## config.mk

```make
export PLATFORM = sky130hd
export DESIGN_NAME = meteor_ctrl_flat
export DESIGN_NICKNAME = d
export VERILOG_FILES = /design/src/rtl/meteor_ctrl_pkg.sv /design/src/rtl/meteor_ctrl_if.sv /design/src/rtl/meteor_ctrl_lfsr.sv /design/src/rtl/meteor_ctrl.sv /design/src/flat_wrapper.sv
export SDC_FILE = /design/constraint.sdc
export NUM_CORES = 1
export LEC_CHECK = 0
export BUFFER_PORTS_ARGS = -buffer_cell sky130_fd_sc_hd__buf_4
export CAP_MARGIN = 10
export CORE_ASPECT_RATIO = 0.9
export CORE_MARGIN = 2
export CORE_UTILIZATION = 61
export CTS_CLUSTER_SIZE = 10
export DETAILED_ROUTE_END_ITERATION = 16
export GPL_TIMING_DRIVEN = 0
export HOLD_SLACK_MARGIN = 0.1
export PLACE_DENSITY = 0.92
export REMOVE_ABC_BUFFERS = 1
export SYNTH_ARGS = -nofsm -noshare
export SYNTH_HDL_FRONTEND = slang
export SYNTH_HIERARCHICAL = 1
export SYNTH_SLANG_ARGS = --single-unit
```

## constraint.sdc

```tcl
create_clock -name clock -period 4.5 [get_ports clock]
set_clock_uncertainty 0.2 [all_clocks]
set_input_delay 0.225 -clock clock [delete_from_list [all_inputs] [get_ports clock]]
set_output_delay 0.225 -clock clock [all_outputs]
set_load 0.01 [all_outputs]
```

## src/rtl/meteor_ctrl_pkg.sv

```systemverilog
// Shared screen constants, FSM encoding and spawn-column helper for the meteor game.
package meteor_ctrl_pkg;

    localparam int unsigned SCREEN_H = 480;
    localparam int unsigned X_MIN    = 7;
    localparam int unsigned X_MAX    = 632;
    localparam int unsigned X_SPAN   = X_MAX - X_MIN;

    localparam int unsigned STATE_W  = 2;
    localparam int unsigned COORD_W  = 16;
    localparam int unsigned RND_W    = 10;

    localparam logic [STATE_W-1:0] ST_IDLE  = 2'd0;
    localparam logic [STATE_W-1:0] ST_SPAWN = 2'd1;
    localparam logic [STATE_W-1:0] ST_FALL  = 2'd2;
    localparam logic [STATE_W-1:0] ST_HIT   = 2'd3;

    // Fold a 10-bit random value into X_MIN..X_MAX with a single conditional subtract.
    function automatic logic [COORD_W-1:0] spawn_column(input logic [RND_W-1:0] rnd);
        logic [RND_W-1:0] r;
        r = rnd;
        if (r > RND_W'(X_SPAN))
            r = r - RND_W'(X_SPAN + 1);
        return COORD_W'(X_MIN) + COORD_W'(r);
    endfunction

endpackage

```

## src/rtl/meteor_ctrl_if.sv

```systemverilog
// Control inputs and meteor position/status outputs of meteor_ctrl.
interface meteor_ctrl_if;
    logic        frame_tick;
    logic        start;
    logic        pause;
    logic        hit;
    logic [15:0] meteor;
    logic [15:0] move;
    logic        active;
    logic        game_over;
    logic [3:0]  speed;
    logic [7:0]  dodged;

    modport master (
        output frame_tick, start, pause, hit,
        input  meteor, move, active, game_over, speed, dodged
    );

    modport slave (
        input  frame_tick, start, pause, hit,
        output meteor, move, active, game_over, speed, dodged
    );
endinterface

```

## src/rtl/meteor_ctrl_lfsr.sv

```systemverilog
// Free-running 16-bit Fibonacci LFSR (taps 16,14,13,11); exposes the low bits used for spawning.
module meteor_lfsr
    import meteor_ctrl_pkg::*;
#(
    parameter logic [15:0] SEED = 16'hACE1
) (
    input  logic             clock,
    input  logic             reset_n,
    output logic [RND_W-1:0] rnd
);

    logic [15:0] state;
    logic        feedback;

    assign feedback = state[15] ^ state[13] ^ state[12] ^ state[10];
    assign rnd      = state[RND_W-1:0];

    // Shift every clock regardless of game state.
    always_ff @(posedge clock or negedge reset_n) begin
        if (!reset_n)
            state <= SEED;
        else
            state <= {state[14:0], feedback};
    end

endmodule

```

## src/rtl/meteor_ctrl.sv

```systemverilog
// Meteor spawn/fall/recycle/collision sequencer feeding the meteor renderer.
module meteor_ctrl
    import meteor_ctrl_pkg::*;
#(
    parameter int unsigned SPEED_INIT   = 2,
    parameter int unsigned SPEED_MAX    = 8,
    parameter int unsigned LEVEL_DODGES = 4,
    parameter logic [15:0] LFSR_SEED    = 16'hACE1
) (
    input  logic          clock,
    input  logic          reset_n,
    meteor_ctrl_if.slave  bus
);

    logic [STATE_W-1:0] state, state_nxt;
    logic [RND_W-1:0]   rnd;
    logic [COORD_W-1:0] meteor_nxt, move_nxt;
    logic               active_nxt, game_over_nxt;
    logic [3:0]         speed_nxt;
    logic [7:0]         dodged_nxt, dodged_inc;
    logic [COORD_W:0]   sum;

    meteor_lfsr #(.SEED(LFSR_SEED)) u_lfsr (
        .clock   (clock),
        .reset_n (reset_n),
        .rnd     (rnd)
    );

    // State and registered outputs.
    always_ff @(posedge clock or negedge reset_n) begin
        if (!reset_n) begin
            state         <= ST_IDLE;
            bus.meteor    <= '0;
            bus.move      <= '0;
            bus.active    <= 1'b0;
            bus.game_over <= 1'b0;
            bus.speed     <= 4'(SPEED_INIT);
            bus.dodged    <= '0;
        end else begin
            state         <= state_nxt;
            bus.meteor    <= meteor_nxt;
            bus.move      <= move_nxt;
            bus.active    <= active_nxt;
            bus.game_over <= game_over_nxt;
            bus.speed     <= speed_nxt;
            bus.dodged    <= dodged_nxt;
        end
    end

    // Next state and next output values; priority in FALL is hit > start > frame_tick.
    always_comb begin
        state_nxt     = state;
        meteor_nxt    = bus.meteor;
        move_nxt      = bus.move;
        active_nxt    = bus.active;
        game_over_nxt = bus.game_over;
        speed_nxt     = bus.speed;
        dodged_nxt    = bus.dodged;
        sum           = {1'b0, bus.move} + (COORD_W+1)'(bus.speed);
        dodged_inc    = bus.dodged + 8'd1;

        case (state)
            ST_IDLE: begin
                if (bus.start)
                    state_nxt = ST_SPAWN;
            end
            ST_SPAWN: begin
                meteor_nxt = spawn_column(rnd);
                move_nxt   = '0;
                active_nxt = 1'b1;
                state_nxt  = ST_FALL;
            end
            ST_FALL: begin
                if (bus.hit) begin
                    game_over_nxt = 1'b1;
                    state_nxt     = ST_HIT;
                end else if (bus.start) begin
                    speed_nxt  = 4'(SPEED_INIT);
                    dodged_nxt = '0;
                    state_nxt  = ST_SPAWN;
                end else if (bus.frame_tick && !bus.pause) begin
                    if (sum >= (COORD_W+1)'(SCREEN_H)) begin
                        dodged_nxt = dodged_inc;
                        if ((dodged_inc % 8'(LEVEL_DODGES)) == 8'd0 && bus.speed < 4'(SPEED_MAX))
                            speed_nxt = bus.speed + 4'd1;
                        active_nxt = 1'b0;
                        state_nxt  = ST_SPAWN;
                    end else begin
                        move_nxt = sum[COORD_W-1:0];
                    end
                end
            end
            ST_HIT: begin
                if (bus.start) begin
                    speed_nxt     = 4'(SPEED_INIT);
                    dodged_nxt    = '0;
                    game_over_nxt = 1'b0;
                    state_nxt     = ST_SPAWN;
                end
            end
            default: state_nxt = ST_IDLE;
        endcase
    end

endmodule

```

## src/flat_wrapper.sv

```systemverilog
// flat-port wrapper written by rule: the top's interface ports become plain ports
module meteor_ctrl_flat import meteor_ctrl_pkg::*;
#(
    parameter int unsigned SPEED_INIT   = 2,
    parameter int unsigned SPEED_MAX    = 8,
    parameter int unsigned LEVEL_DODGES = 4,
    parameter logic [15:0] LFSR_SEED    = 16'hACE1
)
  (clock, reset_n, bus_frame_tick, bus_start, bus_pause, bus_hit, bus_meteor, bus_move, bus_active, bus_game_over, bus_speed, bus_dodged);
  meteor_ctrl_if bus_i ();
  input  logic clock;
  input  logic reset_n;
  input wire logic [$bits(bus_i.frame_tick)-1:0] bus_frame_tick;
  input wire logic [$bits(bus_i.start)-1:0] bus_start;
  input wire logic [$bits(bus_i.pause)-1:0] bus_pause;
  input wire logic [$bits(bus_i.hit)-1:0] bus_hit;
  output wire logic [$bits(bus_i.meteor)-1:0] bus_meteor;
  output wire logic [$bits(bus_i.move)-1:0] bus_move;
  output wire logic [$bits(bus_i.active)-1:0] bus_active;
  output wire logic [$bits(bus_i.game_over)-1:0] bus_game_over;
  output wire logic [$bits(bus_i.speed)-1:0] bus_speed;
  output wire logic [$bits(bus_i.dodged)-1:0] bus_dodged;
  assign bus_i.frame_tick = bus_frame_tick;
  assign bus_i.start = bus_start;
  assign bus_i.pause = bus_pause;
  assign bus_i.hit = bus_hit;
  assign bus_meteor = bus_i.meteor;
  assign bus_move = bus_i.move;
  assign bus_active = bus_i.active;
  assign bus_game_over = bus_i.game_over;
  assign bus_speed = bus_i.speed;
  assign bus_dodged = bus_i.dodged;
  meteor_ctrl #(.SPEED_INIT(SPEED_INIT), .SPEED_MAX(SPEED_MAX), .LEVEL_DODGES(LEVEL_DODGES), .LFSR_SEED(LFSR_SEED)) u_core (.clock(clock), .reset_n(reset_n), .bus(bus_i));
endmodule
```

## After elaboration in Yosys (flattened, before gate mapping)

Cells that the tools add are included.

- Register bits: 64
- Bits of input ports: 6
- Output and inout port bits: 46
- Word-level logic and storage cells: 83

- Add/subtract/negate cells: 5
- Order comparisons: 3
- Eq/ne operators: 16
- Multiplexer cells: 34
- Bitwise operators: 3
- Reduce and logical (&&, ||, !) cells: 14

Operator list:

| operator | number |
|---|---|
| $mux W16 | 4 |
| $mux W8 | 5 |
| $pmux W16 S2 | 1 |
| $mux W4 | 6 |
| $mux W10 | 2 |
| $add A16 B4 Y17 | 1 |
| $ge A17 B9 Y1 const B | 1 |
| $pmux W8 S2 | 1 |
| $reduce_and A5 Y1 | 3 |
| $add A3 B10 Y11 const A | 1 |
| $gt A10 B10 Y1 const B | 1 |
| $mux W2 | 5 |
| $ne A2 B2 Y1 const B | 5 |
| $sub A10 B10 Y10 const B | 1 |
| $ne A3 B2 Y1 const B | 3 |
| $add A8 B1 Y8 const B | 1 |
| $logic_not A8 Y1 | 1 |
| $ne A4 B3 Y1 const B | 2 |
| $pmux W4 S2 | 1 |
| $mux W1 | 6 |
| $ne A2 B1 Y1 const B | 3 |
| $pmux W2 S3 | 1 |
| $reduce_and A3 Y1 | 2 |
| $reduce_and A6 Y1 | 1 |
| 11 further kinds | 17 |

## Longest topological paths before layout

Gate-level depths: netlist (run 1).

- Depth in word-level cells: 9
- Depth in mapped cells: 11
- Mapped depth without buffers: 9

## Cells and area by module

Netlist (run 1), hierarchy kept.

Modules (own cells, without submodules):

| module | instances | cells each | area an instance (sq um) | sequential area each (sq um) |
|---|---|---|---|---|
| meteor_ctrl | 1 | 340 | 3079.2 | 1077.3 |
| meteor_lfsr | 1 | 29 | 511.7 | 410.4 |

## Worst setup path after synthesis (run 1)

OpenSTA, ideal clock, no wires.

- Path type: reg2reg
- From: reg u_core.bus.speed[0]
- To: reg u_core.bus.speed[2]
- Library setup time: 0.103 ns
- Arrival: 2.852 ns
- Required time: 4.197 ns
- Slack: 1.344 ns
- Stages on the path, launching flop included: 11
- Buffers on the path: 1
- Clock period less this slack: 3.156 ns
- Cell sequence: dfrtp_1 ha_1 fa_1 a21o_1 a21oi_2 nor2b_1 o211ai_2 nor3_2 or4_1 buf_2 o41ai_2

- Word-level cells in the longest chain between the ends: 7
- Elaborated cells on any way between the ends: 14
- Those cells by class: add/sub (2); order compare (2); eq/ne (2); mux (6); reduce/logical (2)

RTL lines:

| item | line | text |
|---|---|---|
| start: declaration | meteor_ctrl_if.sv:21 | `output meteor, move, active, game_over, speed, dodged` |
| start signal: assignment | meteor_ctrl.sv:37 | `bus.speed <= 4'(SPEED_INIT);` |
| start signal: assignment | meteor_ctrl.sv:45 | `bus.speed <= speed_nxt;` |
| branches (longest 7 deep; another with $add A16 B4 Y17) | n/a |  |

Parallel ways; which one is timed is not known. The select of a mux whose other input is x is not followed.
A chain may end at the register's enable or synchronous reset.

## Worst setup path in the final report (run 1)

- From: reg u_core.bus.speed[0]
- To: reg u_core.bus.dodged[7]

- Word-level cells in the longest chain between the ends: 4

RTL lines:

| item | line | text |
|---|---|---|
| $add A16 B4 Y17 | meteor_ctrl.sv:59 | `sum = {1'b0, bus.move} + (COORD_W+1)'(bus.speed);` |
| $ge A17 B9 Y1 | meteor_ctrl.sv:82 | `if (sum >= (COORD_W+1)'(SCREEN_H)) begin` |
| $ne A3 B2 Y1 (no line) | n/a |  |
| $reduce_and A5 Y1 (no line) | n/a |  |
| end signal: assignment | meteor_ctrl.sv:46 | `bus.dodged <= dodged_nxt;` |
| end: declaration | meteor_ctrl_if.sv:21 |  |

Every way passes these cells.

==> results of run 1 <==
## worst register-to-register path, stage by stage (launching register included)
cell and delay, ns:
dfrtp_1 0.44, ha_1 0.28, fa_1 0.45, a21o_1 0.20, a2111oi_0 0.51, o21a_1 0.20, o211ai_2 0.16, a2111oi_2 0.95
o21ai_0 0.28, o31ai_1 0.15
## cell type report
class	instances	area share [%]
inverters	23	2.12
flip-flops and latches	59	36.5
well taps	70	2.15
multi-input cells	261	45.5
clock inverters	6	1.04
repair buffers	50	9.47
clock buffers	10	3.13
## logic make-up (layout without fill, tap and decap cells)
group | Yosys count | after routing
mux | 11 | 11
xor+xnor | 18 | 18
other cells | 1 | 5
fa+ha+maj | 14 | 14
compound gates | 98 | 98
simple gates | 115 | 115
flops | 59 | 59
buf+inv | 53 | 89
## sequential cells by signal (all words and copies together) (netlist names)
register / count
u_core/bus.move: 16
u_core/state: 2
u_core/bus.dodged: 8
u_core/bus.meteor: 11
u_core/bus.active: 1
u_core/bus.game_over: 1
u_core/bus.speed: 4
u_core/u_lfsr/state: 16
## cell usage in the layout (no fill, tap or decap), drive strengths merged, types with 4 or more instances in the layout
master / n
xor2: 6
mux2: 5
o211ai: 5
xnor2: 12
mux2i: 6
clkbuf: 10
nor2: 28
dfstp: 9
a22o: 4
o31ai: 11
and3: 7
a211oi: 10
dfrtp: 50
o21a: 5
conb: 5
dlygate4sd3: 4
ha: 13
o21ai: 23
nand4: 7
inv: 24
nand3: 11
buf: 46
a21oi: 15
nand2: 16
nor3: 9
nand2b: 6
and2: 8
nor4: 7
## synth_stat cells (all sizes together), types with 4 or more instances
library cell,number
xnor2,12
and2,8
mux2i,6
nor2,28
o211ai,5
o21ai,23
nor3,9
buf,23
and3,7
o21a,5
dfstp,9
inv,23
nand2b,6
a211oi,10
nand3,11
o31ai,11
mux2,5
xor2,6
nor4,7
a21oi,15
dfrtp,50
ha,13
a22o,4
nand4,7
nand2,16
clkbuf,7
## layer usage
metal	GRT usage, %	vias to the layer above
met4	8.89	0
met1	32.1	1417
met5	0	-
met2	42.1	105
li1	-	1383
met3	8.40	23
## metrics by stage
stage	cells	cell area [um2]	worst slack, ns	total power, mW	utilization, %
after detailed placement	459	3860	0.741	0.980	67.8
after CTS	479	4070	0.646	1.41	71.5
final	479	4070	0.583	1.40	71.5
after global routing	479	4070	0.255	1.49	71.5
after global placement	459	3860	0.819	0.958	67.8
after floorplan	343	3430	1.23	0.845	-
## power groups by stage
| stage | Combinational [mW] | Sequential [mW] | Clock [mW] |
|---|---|---|---|
| 2_1_floorplan | 0.222 | 0.623 | 0 |
| 3_3_place_gp | 0.345 | 0.613 | 0 |
| 3_5_place_dp | 0.364 | 0.616 | 0 |
| 4_1_cts | 0.377 | 0.607 | 0.427 |
| 5_1_grt | 0.422 | 0.612 | 0.455 |
| 6_report | 0.380 | 0.607 | 0.414 |
## how the worst max path moves through the flow
stage	from	to	slack [ns]	cells after the start
detailed placement	u_core/bus.speed[0]	u_core/bus.dodged[7]	0.74	9
global route	u_core/bus.speed[0]	u_core/bus.dodged[7]	0.26	9
CTS	u_core/bus.speed[0]	u_core/bus.dodged[7]	0.65	9
finish	u_core/bus.speed[0]	u_core/bus.dodged[7]	0.58	9
floorplan	u_core/bus.speed[0]	u_core/bus.dodged[2]	1.23	9
global placement	u_core/bus.speed[0]	u_core/bus.dodged[2]	0.82	9
## timing repair
item	4_1_cts	5_1_grt
gates resized for setup	0	0
hold endpoints to repair	53	0
hold buffers	4	0
==> summary.md, run 1 <==
| Metric | Value |
|---|---|
| GRT Residual Overflow | `0` |
| Maximum vdd drop | `0.216 mV` |
| Adder-Cell Fraction of Synth Area | `under 10%` |
| Post-synth EDFFs | `0` |
| Peak Freq | `255 MHz` |
| Clk network pwr share | `29.6%` |
| Cells after synthesis | `369` |
| Largest net degree at the start of global routing | `60` |
| Reg area | `1490 um2` |
| Routed met3 length | `around 430 um` |
| GPL Wtd Cong | `~0.92` |
| Initial core utilization | `63.1%` |
| Crit. End Element | `flop` |
| Clock Pin Slew Worst Setup and Hold Paths | `about 0.070 ns` |
| GRT Overall Usage | `25.7%` |
| Synth Area in Compound Gates | `20.8%` |
| Prevailing post-synth register cell | `dfrtp_1` |
| Die area | `6520 um2` |
| Final Max Slew Viols | `0` |
| Worst R2R Setup Slack | `0.58 ns` |
| Top sig layer | `met4` |
| Shortest period the worst path allows | `3.92 ns` |
| WL/cell | `16.5 um` |
| Dominant cells by area after synthesis | `dfrtp_1, dfstp_2, ha_1` |
| Startpoint types | `flop` |
| Final ANT Viol Nets | `0` |
| Share of layout cells above drive strength 1 | `25.2%` |
| FF+latch count, synth | `just under 60` |
| Worst Max-Slew Pin Slew | `1.09 ns` |
| CTS tree | `yes` |
| Worst Path Max Fanout | `13` |
| N_diodes | `0` |
| Required @ worst endpoint | `4.53 ns` |
| P&R area growth vs syn | `13.4%` |
| Post-synthesis async set-or-reset flop share | `100%` |
| Initial DRT Pass Iterations | `5` |
| Max-cap violations | `0` |
| Worst r2r dst | `u_core/bus.dodged[7]` |
| Start of the worst register-to-register path | `u_core/bus.speed[0]` |
| Worst hold start | `u_core/u_lfsr/state[14]` |
| Vias | `2928` |
| Core area | `5690 um2` |
| CP max-delay cell | `a2111oi_2` |
| Largest family of logic cells by synthesized area | `compound AO/OA/AOI/OAI gates` |
| Hold worst-path end | `u_core/u_lfsr/state[15]` |
| Initial DRC Count | `251` |
| Unrepaired setup endpoints after global routing | `false` |
| Mean area per synthesized cell | `9.73 um2` |
| Leak pwr | `~1.8 nW` |
| Critical path type | `reg -> reg` |
| Comb pwr share | `27.1%` |
| Post-synthesis mux area share | `3.24%` |
| CP top delay family | `compound AO/OA/AOI/OAI gates` |
| # DRC | `0` |
| Status | `finished clean` |
| Switching part of the total power | `34.3%` |
| Internal Pwr Total | `slightly above 900 uW` |
| DR WL met2 | `3950 um` |
| Multi-input gate area | `1850 um2` |
| Fill cells | `414` |
| Simple-Gate Fraction of Synth Area | `17.6%` |
| CTS root buffer | `clkbuf_8` |
| TritonCTS buffer count | `9` |
| Worst hold path stage count | `0` |
| Seq pwr share | `between 40 and 50%` |
| Drt total wl | `a little under 8000 um` |
| CTS max path bufs | `2` |
| Count of cell types in the netlist | `between 60 and 70` |
| Final #Nets | `424` |
| Die width | `84.9 um` |
| DR vias/cell | `6.11` |
| Ports | `52` |
| CP max stage delay | `about 0.95 ns` |
| Switching power | `481 uW` |
| Final cycle utilization of the critical path | `87.0%` |
| Xor/xnor cell area share of the yosys netlist | `approximately 4.4%` |
| M1 WL | `3350 um` |
| First-pass GRT wire length | `13400 um` |
| Die height | `76.8 um` |
| Post-synth top area share | `around a third` |
| Number of synthesis warnings | `6` |
| Sink Count | `59` |
| Setup Fix Bufs, Post-CTS | `0` |
| Htree depth | `3` |
| Post-DP HPWL | `approximately 5400 um` |
| Cells on worst reg2reg path | `9` |
| Worst slew margin | `a little over a quarter` |
| Worst EP arrival | `3.95 ns` |
| Min-delay worst type | `reg -> reg` |
| Pwr per Cell Area | `344 nW/um2` |
| Hold Slack | `0.172 ns` |
| Yosys top cell by area | `dfrtp_1` |
| Initial antenna violation count | `0` |
| Final hold violation count | `0` |
| Vias in the first global route | `2893` |
| Row count | `26` |
| Skew-Pair Late Insertion Delay | `about 0.35 ns` |
| Cell area after synthesis | `3590 um2` |
| CP Buf/Inv Count | `0` |
| Final setup fails | `0` |
| Sequential share of the synthesized area | `41.4%` |
| Crit-path cells | `ha_1 -> fa_1 -> a21o_1 -> a2111oi_0 -> o21a_1 -> o211ai_2 -> a2111oi_2 -> o21ai_0 -> o31ai_1` |
| Setup TNS | `0 ns` |
| Port Buf Inserts | `between 40 and 50` |
Power figures use the tool's default switching activity.
==> run 2, diff against run 1 <==
--- a/config.mk
+++ b/config.mk
@@ -5,11 +5,12 @@
 export SDC_FILE = /design/constraint.sdc
 export NUM_CORES = 1
 export LEC_CHECK = 0
-export BUFFER_PORTS_ARGS = -buffer_cell sky130_fd_sc_hd__buf_4
+export BUFFER_PORTS_ARGS = -buffer_cell sky130_fd_sc_hd__buf_2
 export CAP_MARGIN = 10
 export CORE_ASPECT_RATIO = 0.9
 export CORE_MARGIN = 2
 export CORE_UTILIZATION = 61
+export CTS_CLUSTER_DIAMETER = 50
 export CTS_CLUSTER_SIZE = 10
 export DETAILED_ROUTE_END_ITERATION = 16
 export GPL_TIMING_DRIVEN = 0
==> run 2 against run 1 <==
Effect of this change: setup slack better by 0.12 ns; sequential power down 0.7%; flip-flop and latch count unchanged; worst hold slack worse by 0.038 ns; final cell count down 0.42%; die area unchanged; wire length down 3.4%; highest routed layer unchanged.
==> summary.md, run 2 (synthesis gave the netlist of run 1 again) <==
| Metric | Value |
|---|---|
| Worst EP arrival | `3.84 ns` |
| Clock Pin Slew Worst Setup and Hold Paths | `about 0.07 ns` |
| Seq pwr share | `41.4%` |
| TritonCTS buffer count | `9` |
| Leak pwr | `1.80 nW` |
| Worst slew margin | `27.0%` |
| Initial core utilization | `63.1%` |
| Final Max Slew Viols | `0` |
| Comb pwr share | `24.1%` |
| Biggest regs | `u_core/bus.move: 16 flops, u_core/u_lfsr/state: 16 flops, u_core/bus.meteor: 11 flops` |
| DR vias/cell | `6.15` |
| CP Buf/Inv Count | `0` |
| Max-cap violations | `0` |
| Startpoint types | `flop` |
| Worst Max-Slew Pin Slew | `1.09 ns` |
| Crit. path cell count | `9` |
| Worst r2r dst | `u_core/bus.speed[0]` |
| Hold Slack | `0.134 ns` |
| Post-DP HPWL | `5230 um` |
| Shortest period the worst path allows | `3.80 ns` |
| Clk network pwr share | `34.6%` |
| Crit. End Element | `flop` |
| Worst Setup EP | `u_core/bus.speed[0]` |
| Share of layout cells above drive strength 1 | `25.6%` |
| Crit path launch | `u_core/bus.speed[0]` |
| Commonest cells after routing, fill and taps aside | `dfrtp_1, buf_2, nor2_1` |
| Required @ worst endpoint | `4.54 ns` |
| Vias | `just under 3000` |
| Fin cells | `477` |
| Util after Layout | `69.9%` |
| Placed insts | `459` |
| N_diodes | `0` |
| Die height | `roughly 77 um` |
| Initial DRT Pass Iterations | `6` |
| CP top delay family | `compound AO/OA/AOI/OAI gates` |
| Ports | `52` |
| Port Buf Inserts | `46` |
| Initial DRC Count | `~260` |
| Crit-path cells | `ha_1 -> fa_1 -> a21o_1 -> a2111oi_0 -> o21a_1 -> o211ai_2 -> a2111oi_2 -> o21ai_0 -> o31ai_1` |
| CP max stage delay | `0.95 ns` |
| Final worst slack | `0.699 ns` |
| Fill cells | `400` |
| Final cycle utilization of the critical path | `84.5%` |
| CTS resizes | `0` |
| Final ANT Viol Nets | `0` |
| Post-CTS Hold Buffers | `2` |
| Die width | `~85 um` |
| Peak Freq | `263 MHz` |
| Drt total wl | `7620 um` |
| Final hold violation count | `0` |
| CTS max path bufs | `2` |
| Min-delay worst type | `in -> reg` |
| Worst R2R Setup Slack | `0.70 ns` |
| Internal Pwr Total | `970 uW` |
| WL/cell | `16.0 um` |
| Critical path type | `reg -> reg` |
| Status | `finished clean` |
| Skew-Pair Late Insertion Delay | `around 0.34 ns` |
| GRT Residual Overflow | `0` |
| Unrepaired setup endpoints after global routing | `false` |
| # DRC | `0` |
| Final Power | `1.46 mW` |
| Maximum vdd drop | `0.304 mV` |
| Pre-CTS setup slack | `roughly 0.75 ns` |
| Placed instance area | `3750 um2` |
| Setup Fix Bufs, Post-CTS | `0` |
| GRT Overall Usage | `24.8%` |
| GPL Wtd Cong | `0.929` |
| Initial antenna violation count | `0` |
| Commonest non-fill, non-tap cell in the layout | `dfrtp_1` |
| Fin area | `roughly 4000 um2` |
| Start of the worst register-to-register path | `u_core/bus.speed[0]` |
| Sink Count | `59` |
| CP max-delay cell | `a2111oi_2` |
| Vias in the first global route | `2738` |
| Final setup fails | `0` |
| Row count | `26` |
| CTS root buffer | `clkbuf_8` |
| Die area | `between 6000 and 7000 um2` |
| Final #Nets | `422` |
| Core area | `approximately 5700 um2` |
| Worst Path Max Fanout | `13` |
| Pwr per Cell Area | `366 nW/um2` |
| Htree depth | `3` |
| Switching power | `roughly 500 uW` |
| CTS tree | `yes` |
| P&R area growth vs syn | `10.8%` |
| Largest net degree at the start of global routing | `60` |
| Setup TNS | `0 ns` |
| First-pass GRT wire length | `12900 um` |
| Switching part of the total power | `33.5%` |
| Cells on worst reg2reg path | `9` |
run 2: cell type report:
type	count	area, um2	area share [%]
Clock inverter	6	71.3	1.79
Clock buffer	10	138	3.46
Inverter	23	86.3	2.17
Timing Repair Buffer	48	253	6.35
Sequential cell	59	1490	37.4
Multi-Input combinational cell	261	1850	46.6
Tap cell	70	87.6	2.20
run 2: worst min-delay path by stage:
stage | depth (start not counted) | startpoint | slack, ns | end
after CTS | 4 | bus_hit | 0.11 | u_core/bus.move[2]
after floorplan | 0 | reset_n | -0.27 | u_core/bus.active
final | 4 | bus_hit | 0.13 | u_core/bus.move[2]
after global placement | 0 | u_core/u_lfsr/state[14] | 0.14 | u_core/u_lfsr/state[15]
after detailed placement | 0 | u_core/u_lfsr/state[14] | 0.15 | u_core/u_lfsr/state[15]
after global routing | 4 | bus_hit | 0.14 | u_core/bus.move[2]
run 2: layer usage:
| layer | up-vias | part of all wire (%) | track usage (%) |
|---|---|---|---|
| met5 | - | 0 | 0 |
| met4 | 0 | 1.1 | 8.10 |
| met3 | 13 | 6.1 | 6.57 |
| met2 | 112 | 51 | 41.5 |
| met1 | 1418 | 42 | 31.2 |
| li1 | 1390 | - | - |
run 2: worst register-to-register path: cells and delay by family, from the launching register on:
kind | cells | cell delay [ns]
fa+ha+maj | 2 | 0.72
flops | 1 | 0.44
compound gates | 7 | 2.34
run 2: power groups by stage:
stage	Clock (mW)	Combinational [mW]	Sequential, mW
after global routing	0.551	0.385	0.608
after global placement	0	0.327	0.611
final	0.504	0.351	0.603
after floorplan	0	0.222	0.623
after detailed placement	0	0.344	0.613
after CTS	0.518	0.347	0.603
==> run 3, diff against run 2 <==
--- a/config.mk
+++ b/config.mk
@@ -9,13 +9,13 @@
 export CAP_MARGIN = 10
 export CORE_ASPECT_RATIO = 0.9
 export CORE_MARGIN = 2
-export CORE_UTILIZATION = 61
+export CORE_UTILIZATION = 58
 export CTS_CLUSTER_DIAMETER = 50
 export CTS_CLUSTER_SIZE = 10
 export DETAILED_ROUTE_END_ITERATION = 16
 export GPL_TIMING_DRIVEN = 0
 export HOLD_SLACK_MARGIN = 0.1
-export PLACE_DENSITY = 0.92
+export PLACE_DENSITY = 0.89
 export REMOVE_ABC_BUFFERS = 1
 export SYNTH_ARGS = -nofsm -noshare
 export SYNTH_HDL_FRONTEND = slang
==> constraint.sdc (replaced) <==
create_clock -name clock -period 3.6 [get_ports clock]
set_clock_uncertainty 0.2 [all_clocks]
set_input_delay 0.18 -clock clock [delete_from_list [all_inputs] [get_ports clock]]
set_output_delay 0.18 -clock clock [all_outputs]
set_load 0.01 [all_outputs]
==> run 3 against run 2 <==
Effect of this change: sequential share of layout area down 0.94 points; power up 32%; non-clock buffer count up 4; global-route usage down 0.25 points; maximum frequency up 10%; worst hold slack better by 0.040 ns; die area up 4.9%; largest cell class unchanged; largest power group unchanged.
==> summary.md, run 3 (synthesis gave the netlist of run 1 again) <==
| Metric | Value |
|---|---|
| Comb pwr share | `between 20% and 30%` |
| CTS max path bufs | `2` |
| Crit path launch | `u_core/bus.speed[0]` |
| WL/cell | `between 15 and 20 um` |
| Share of layout cells above drive strength 1 | `26.3%` |
| Min-delay worst type | `reg -> reg` |
| Fin area | `4080 um2` |
| Start of the worst register-to-register path | `u_core/bus.speed[0]` |
| Initial antenna violation count | `0` |
| Worst EP arrival | `3.46 ns` |
| Seq pwr share | `between 30% and 40%` |
| Final setup fails | `0` |
| Shortest period the worst path allows | `3.44 ns` |
| Core area | `6050 um2` |
| Critical path type | `reg -> reg` |
| Worst Path Max Fanout | `10` |
| Routed met3 length | `449 um` |
| DR WL met2 | `3880 um` |
| Top sig layer | `met4` |
| Pwr per Cell Area | `around 470 nW/um2` |
| Ports | `between 50 and 60` |
| Setup TNS | `0 ns` |
| N_diodes | `0` |
| Largest net degree at the start of global routing | `37` |
| Final worst slack | `0.160 ns` |
| Status | `finished clean` |
| Leak pwr | `1.85 nW` |
| M1 WL | `3410 um` |
| Port Buf Inserts | `46` |
| Maximum vdd drop | `0.301 mV` |
| Skew-Pair Late Insertion Delay | `0.33 ns` |
| Startpoint types | `flop` |
| Hold Slack | `roughly 0.17 ns` |
| Required @ worst endpoint | `between 3 and 4 ns` |
| First-pass GRT wire length | `13000 um` |
| CTS tree | `yes` |
| Commonest cells after routing, fill and taps aside | `dfrtp_1, buf_2, nor2_1` |
| Switching power | `~600 uW` |
| Die area | `6840 um2` |
| GRT Overall Usage | `24.5%` |
| Crit. End Element | `flop` |
| Pre-CTS setup slack | `-0.190 ns` |
| Biggest regs | `u_core/bus.move: 16 flops, u_core/u_lfsr/state: 16 flops, u_core/bus.meteor: 11 flops` |
| Worst hold start | `u_core/u_lfsr/state[14]` |
| Util after Layout | `67.5%` |
| Drt total wl | `approximately 7900 um` |
| Vias in the first global route | `approximately 2800` |
| Internal Pwr Total | `1.32 mW` |
| Final #Nets | `426` |
| Peak Freq | `291 MHz` |
| Initial DRC Count | `206` |
| Initial core utilization | `59.4%` |
| Clock Pin Slew Worst Setup and Hold Paths | `0.07 ns` |
| Die height | `78.6 um` |
| Initial DRT Pass Iterations | `6` |
| GRT Residual Overflow | `0` |
| Row count | `27` |
| Max-cap violations | `0` |
| Placed instance area | `3770 um2` |
| Switching part of the total power | `31.4%` |
| Die width | `86.9 um` |
| Clk network pwr share | `35.7%` |
| Sink Count | `between 50 and 60` |
| Post-DP HPWL | `about 5400 um` |
| Commonest non-fill, non-tap cell in the layout | `dfrtp_1` |
| Final ANT Viol Nets | `0` |
| DR vias/cell | `6.14` |
| Htree depth | `3` |
| Final cycle utilization of the critical path | `around 96%` |
| Worst Max-Slew Pin Slew | `0.685 ns` |
| Worst slew margin | `54.4%` |
| # DRC | `0` |
| TritonCTS buffer count | `9` |
| Vias | `2964` |
| GPL Wtd Cong | `0.847` |
| CTS root buffer | `clkbuf_8` |
| Final hold violation count | `0` |
| Final Max Slew Viols | `0` |
| P&R area growth vs syn | `13.6%` |
[run 3: cell count changes in the layout (fill, tap and decap cells not counted), sizes merged]
cell         previous run  this run
dlygate4sd3             2         3
clkinv                  1         2
buf                    46        49
inv                    25        23
clkinvlp                2         0
bufinv                  1         2
clkbuf                 10        12
[run 3: routing by layer]
| layer | vias to the layer above | global-route usage (%) |
|---|---|---|
| li1 | 1395 | - |
| met1 | 1433 | 31.6 |
| met2 | 120 | 38.9 |
| met3 | 16 | 7.15 |
| met4 | 0 | 9.06 |
| met5 | - | 0 |
[run 3: stage by stage]
step | std cells | total power, mW
3_3_place_gp | 461 | 1.18
4_1_cts | 481 | 1.91
5_1_grt | 483 | 2.03
6_report | 483 | 1.92
2_1_floorplan | 343 | 1.06
3_5_place_dp | 462 | 1.20
[run 3: power by group through the flow]
stage | registers (mW) | logic [mW] | clock network [mW]
finish | 0.758 | 0.479 | 0.687
global route | 0.765 | 0.530 | 0.737
CTS | 0.758 | 0.450 | 0.703
detailed placement | 0.768 | 0.434 | 0
global placement | 0.764 | 0.411 | 0
floorplan | 0.778 | 0.278 | 0
[run 3: final cells by class]
cell class | instances | area (um2)
fill | 466 | 1970
multi-input combinational | 261 | 1890
sequential | 59 | 1490
timing repair buffer | 52 | 295
clock buffer | 12 | 155
tap | 72 | 90.1
inverter | 23 | 86.3
clock inverter | 4 | 73.8
[run 3: repair_timing]
action	in CTS	in global routing
resized for setup	3	2
endpoints found under the setup margin	12	18
setup buffers	0	2
endpoints found under the hold margin	55	0
pin swaps	0	3
gates cloned	0	0
hold buffers	3	0
[run 3: final timing paths]
check	endpoint	cells after the start	slack (ns)
worst max-delay path	u_core/bus.dodged[5]	9	0.16
max in group asynchronous	u_core/u_lfsr/state[11]	3	2.37
worst min-delay path	u_core/u_lfsr/state[15]	0	0.17
worst min register to register	u_core/u_lfsr/state[15]	0	0.17
worst max register to register	u_core/bus.dodged[5]	9	0.16
min in group asynchronous	u_core/bus.dodged[6]	2	0.18
[run 3: critical path: stages (launching register included)]
cell      delay (ns)
dfrtp_1         0.44
ha_1            0.28
fa_1            0.45
a21o_1          0.21
a21oi_2         0.28
nor2b_1         0.13
o211ai_4        0.30
nor3_2          0.14
or4_4           0.59
o31ai_1         0.31
